**config.mk**
```make
export PLATFORM = sky130hd
export DESIGN_NAME = snake_cmd_fifo
export DESIGN_NICKNAME = d
export VERILOG_FILES = /design/src/rtl/snake_cmd_fifo.sv
export SDC_FILE = /design/constraint.sdc
export NUM_CORES = 1
export LEC_CHECK = 0
export CAP_MARGIN = 10
export CORE_ASPECT_RATIO = 0.5
export CORE_MARGIN = 2
export CORE_UTILIZATION = 56
export DETAILED_ROUTE_END_ITERATION = 10
export HOLD_SLACK_MARGIN = 0.03
export PLACE_DENSITY_LB_ADDON = 0.08
export RECOVER_POWER = 100
export SYNTH_ARGS = -nofsm -noshare
export SYNTH_HDL_FRONTEND = slang
export SYNTH_SLANG_ARGS = --single-unit
```
**constraint.sdc**
```tcl
create_clock -name clk -period 2.8 [get_ports clk]
set_input_delay 0.28 -clock clk [delete_from_list [all_inputs] [get_ports clk]]
set_output_delay 0.28 -clock clk [all_outputs]
set_load 0.01 [all_outputs]
```
**src/rtl/snake_cmd_fifo.sv**
```systemverilog
`default_nettype none
// +----------------------------------------------------------------------------+
// | snake_cmd_fifo : toggle-detected HPS command intake into a show-ahead FIFO |
// | Optional macro SNAKE_CMD_OVF_CNT_EN adds the saturating ovf_count output.  |
// | Rev 1.0                                                                    |
// +----------------------------------------------------------------------------+
module snake_cmd_fifo #(
  parameter int DEPTH = 8,
  parameter int AW    = $clog2(DEPTH)
) (
  input  logic          clk,
  input  logic          reset_n,
  input  logic [6:0]    cmd_in,
  output logic          cmd_valid,
  output logic [5:0]    cmd_data,
  input  logic          cmd_ready,
  output logic [AW:0]   fifo_level,
  output logic          overflow,
  input  logic          ovf_clr
`ifdef SNAKE_CMD_OVF_CNT_EN
  ,
  output logic [7:0]    ovf_count
`endif
);

  localparam logic [AW:0]   C_DEPTH   = (AW+1)'(DEPTH);
  localparam logic [AW:0]   C_CNT_ONE = (AW+1)'(1);
  localparam logic [AW-1:0] C_PTR_ONE = AW'(1);

  logic            tog_q;
  logic [AW-1:0]   wr_ptr_q, wr_ptr_d;
  logic [AW-1:0]   rd_ptr_q, rd_ptr_d;
  logic [AW:0]     count_q,  count_d;
  logic            ovf_q,    ovf_d;
  logic [5:0]      mem_q [DEPTH];

  logic            w_push;
  logic            w_pop;
  logic            w_accept;
  logic            w_drop;

  always_comb begin
    w_push   = (cmd_in[6] != tog_q);
    w_pop    = cmd_valid && cmd_ready;
    // A full FIFO still takes a push when the head leaves in the same cycle.
    w_accept = w_push && ((count_q != C_DEPTH) || w_pop);
    w_drop   = w_push && !w_accept;

    wr_ptr_d = w_accept ? (wr_ptr_q + C_PTR_ONE) : wr_ptr_q;
    rd_ptr_d = w_pop    ? (rd_ptr_q + C_PTR_ONE) : rd_ptr_q;

    count_d = count_q;
    case ({w_accept, w_pop})
      2'b10:   count_d = count_q + C_CNT_ONE;
      2'b01:   count_d = count_q - C_CNT_ONE;
      default: count_d = count_q;
    endcase

    ovf_d = ovf_q;
    if (ovf_clr)     ovf_d = 1'b0;
    else if (w_drop) ovf_d = 1'b1;
  end

  // tog_q follows the conduit even in reset so release never looks like a new command.
  always_ff @(posedge clk) begin
    tog_q <= cmd_in[6];
    if (!reset_n) begin
      wr_ptr_q <= '0;
      rd_ptr_q <= '0;
      count_q  <= '0;
      ovf_q    <= 1'b0;
    end else begin
      wr_ptr_q <= wr_ptr_d;
      rd_ptr_q <= rd_ptr_d;
      count_q  <= count_d;
      ovf_q    <= ovf_d;
    end
  end

  always_ff @(posedge clk) begin
    if (reset_n && w_accept) begin
      mem_q[wr_ptr_q] <= cmd_in[5:0];
    end
  end

  assign cmd_valid  = (count_q != '0);
  assign cmd_data   = mem_q[rd_ptr_q];
  assign fifo_level = count_q;
  assign overflow   = ovf_q;

`ifdef SNAKE_CMD_OVF_CNT_EN
  logic [7:0] ovf_cnt_q, ovf_cnt_d;

  always_comb begin
    ovf_cnt_d = ovf_cnt_q;
    if (ovf_clr)                          ovf_cnt_d = 8'd0;
    else if (w_drop && ovf_cnt_q != 8'hFF) ovf_cnt_d = ovf_cnt_q + 8'd1;
  end

  always_ff @(posedge clk) begin
    if (!reset_n) ovf_cnt_q <= 8'd0;
    else          ovf_cnt_q <= ovf_cnt_d;
  end

  assign ovf_count = ovf_cnt_q;
`endif

endmodule
`default_nettype wire

```
==> results_dict.tcl <==
set metrics [dict create \
    run_status "complete, no violations" \
    rsz0062_at_grt "false" \
    syn-cell-area_um2 2561 \
    drive_above_1_share_pct 17.53 \
    setup_viol 0 \
    insertion_delay_ns 0.33 \
    synth-seq-cells 63 \
    overflow 0 \
    cp.depth 4 \
    worstHoldPathType "flip-flop to flip-flop" \
    fin_crit_ns 2.617 \
    port-buffer-count 22 \
    cts_tree "built" \
    use_met3_pct 6.183 \
    clock_skew_ns 0.005432 \
    grt_pass1_wl_um 7072 \
    drc_errors 0 \
    vias 1391 \
    crit_chain "buf_4, mux4_2, mux2_2, dlygate4sd3_1" \
    endpoint_kind "output port" \
    core-area_um2 4403 \
    rows 17 \
    die_x_um 99.64 \
    tns_ns 0 \
    htreeDepth 3 \
    r2r_start "fifo_level[1]" \
    cts_setup_buffers 0 \
    power.leakage_nw 1.026 \
    required_ns 2.52 \
    final_util_pct 69.79 \
    grt_max_degree 18 \
    first_pass_iters 4 \
    ff2ff_setup_slack_ns 0.24 \
    critPathCapture "cmd_data[1]" \
    synthTopCellsByArea "edfxtp_1 56%, dfxtp_1 12%, mux4_2 11%" \
    path_buf_inv 2 \
    start_util_pct 58.17 \
    path_class "flip-flop to output port" \
    finalMaxSlewViolations 0 \
    post-layout-total-power_mw 2.645 \
    ys_types 33 \
    busiest_layer "met2" \
    final_antenna_net_count 0 \
    wirelength_um 4516 \
    avgSynthCellArea_um2 17.19 \
    fmax_mhz 382.1 \
    grt_usage_pct 19.99 \
    hold_viol 0 \
    die_y_um 51.82 \
    synth.largest_area_cell "edfxtp_1" \
    worstSetupStartpointType "flip-flop" \
    r2r_cells 10 \
    slew_headroom_pct 60.88 \
    antenna_found_initial 0 \
    max_slew.worst_pin.slew_ns 0.5860 \
    root_buffer "clkbuf_8" \
    clk_pin_slew_ns 0.07 \
    cp_slowest_cell "dlygate4sd3_1" \
    ir_drop_uv 686.6 \
    fin_nets 205 \
    die-area_um2 5163 \
    place.gp.congestion 0.6794 \
    period_share_pct 93.47 \
    io_pins 23 \
    grt_util_met2_pct 31.31 \
    ys_warn_count 0 \
    cpPeakStageDelay_ns 0.60 \
    crit_family "buffers and inverters" \
    cts_repair_resize_count 0 \
    dp.final_hpwl_um 2966 \
    critPathArrivalTime_ns 2.34 \
    clock_path_buffers 2 \
    powerDensity_nw_per_um2 860.9 \
    cts_hold_buf 0 \
    wire_per_inst_um 17.99 \
    synth_top_area_share_pct 56.28 \
    use_met1_pct 26.08 \
    cp_max_fo 12 \
    syn_inst 149 \
    antennaDiodeCount 0 \
    grt_pass1_vias 1365 \
    routed_via_density 5.542 \
    drt-initial-drc-count 84 \
    cts_num_sinks 63 \
    cap_violations 0 \
    r2r-end "fifo_level[2]" \
    cts_buffers 9 \
    synth_seq_area_share_pct 68.00 \
    synthToLayoutAreaGrowth_pct 19.98 \
    synth_fp_nets 165 \
]
-- flip-flops by register name (all words and copies together) (netlist names), named ones only --
register and count:
rd_ptr_q 3, fifo_level 4, overflow 1, tog_q 1, mem_q 48, wr_ptr_q 3
-- worst reg2reg max path, cell delays in order, from the launching register on --
cell	delay, ns
dfxtp_1	0.38
or4_1	0.62
nand2_2	0.13
inv_1	0.06
ha_1	0.26
xor2_1	0.17
ha_1	0.19
a21oi_1	0.14
xor2_1	0.09
or3_1	0.31
a21boi_1	0.14
-- synthesized netlist by cell type --
cell	number
mux2_2	6
o211ai_1	2
or3_4	1
nor2b_1	2
nand2_1	4
edfxtp_1	48
nor3b_1	2
buf_2	1
or3_1	1
ha_1	5
a211o_1	1
mux4_2	12
nand3b_1	1
o21ai_0	1
inv_2	1
nor4_1	3
mux2i_1	3
a21oi_1	4
nand3_1	3
nor3_1	4
buf_1	2
o21ai_4	1
nand2b_1	4
nand2_2	1
nor2_1	2
xor2_1	3
a21boi_1	2
nor4bb_1	1
and2_1	6
or4_4	1
dfxtp_1	15
xnor2_1	5
clkbuf_1	1
-- how the worst min path moves through the flow --
stage	startpoint	to	cells after the start
detailed placement	rd_ptr_q[1]	flip-flop	2
floorplan	cmd_in[6]	tog_q	0
global placement	rd_ptr_q[1]	rd_ptr_q[1]	2
finish	rd_ptr_q[1]	rd_ptr_q[1]	2
CTS	cmd_in[6]	tog_q	1
global route	rd_ptr_q[1]	rd_ptr_q[1]	2
-- power breakdown --
part,total (mW),internal [mW],switching [mW]
clock,0.829,0.493,0.336
sequential,1.16,1.08,0.0823
combinational,0.657,0.364,0.293
-- cell usage in the layout, fill, tap and decap left out, drive strengths merged, types with 3 or more instances in the layout --
| cell type | instances |
|---|---|
| a21oi | 4 |
| and2 | 6 |
| clkbuf | 19 |
| clkdlybuf4s50 | 4 |
| clkinv | 3 |
| dfxtp | 15 |
| dlygate4sd3 | 18 |
| edfxtp | 48 |
| ha | 5 |
| mux2 | 6 |
| mux2i | 3 |
| mux4 | 12 |
| nand2 | 5 |
| nand2b | 4 |
| nand3 | 3 |
| nor3 | 4 |
| nor4 | 3 |
| xnor2 | 5 |
| xor2 | 3 |
-- metrics by stage --
stage	instances	cell area, µm²	hold WS [ns]	setup WS (ns)
5_1_grt	251	3073	0.5223	0.07495
4_1_cts	251	3131	0.4322	0.2666
2_1_floorplan	149	2561	0.3077	0.3897
3_3_place_gp	235	2919	0.4869	0.3401
3_5_place_dp	235	2919	0.4846	0.2658
6_report	251	3073	0.4879	0.1828
-- area by class of cell --
type	instances	area [µm²]
Inverter	1	3.754
Multi-Input combinational cell	81	779.5
Clock inverter	7	87.58
Tap cell	57	71.32
Fill cell	309	1330
Clock buffer	9	123.9
Timing Repair Buffer	33	265.3
Sequential cell	63	1742
-- metal layers --
metal	routed length, µm	part of all wire, %
met2	2150	48
met4	67	1.5
met3	194	4.3
met1	2104	47
met5	0	0
-- cells by family (layout without fill, tap and decap cells) --
family	Yosys count	in the layout	synth area share, %
mux	21	21	14.36
compound gates	11	11	3.126
buf+inv	5	50	0.7813
simple gates	36	36	8.549
flops	63	63	68.00
xor+xnor	8	8	2.736
fa+ha+maj	5	5	2.443
No activity file was read; power rests on OpenSTA's default activity.
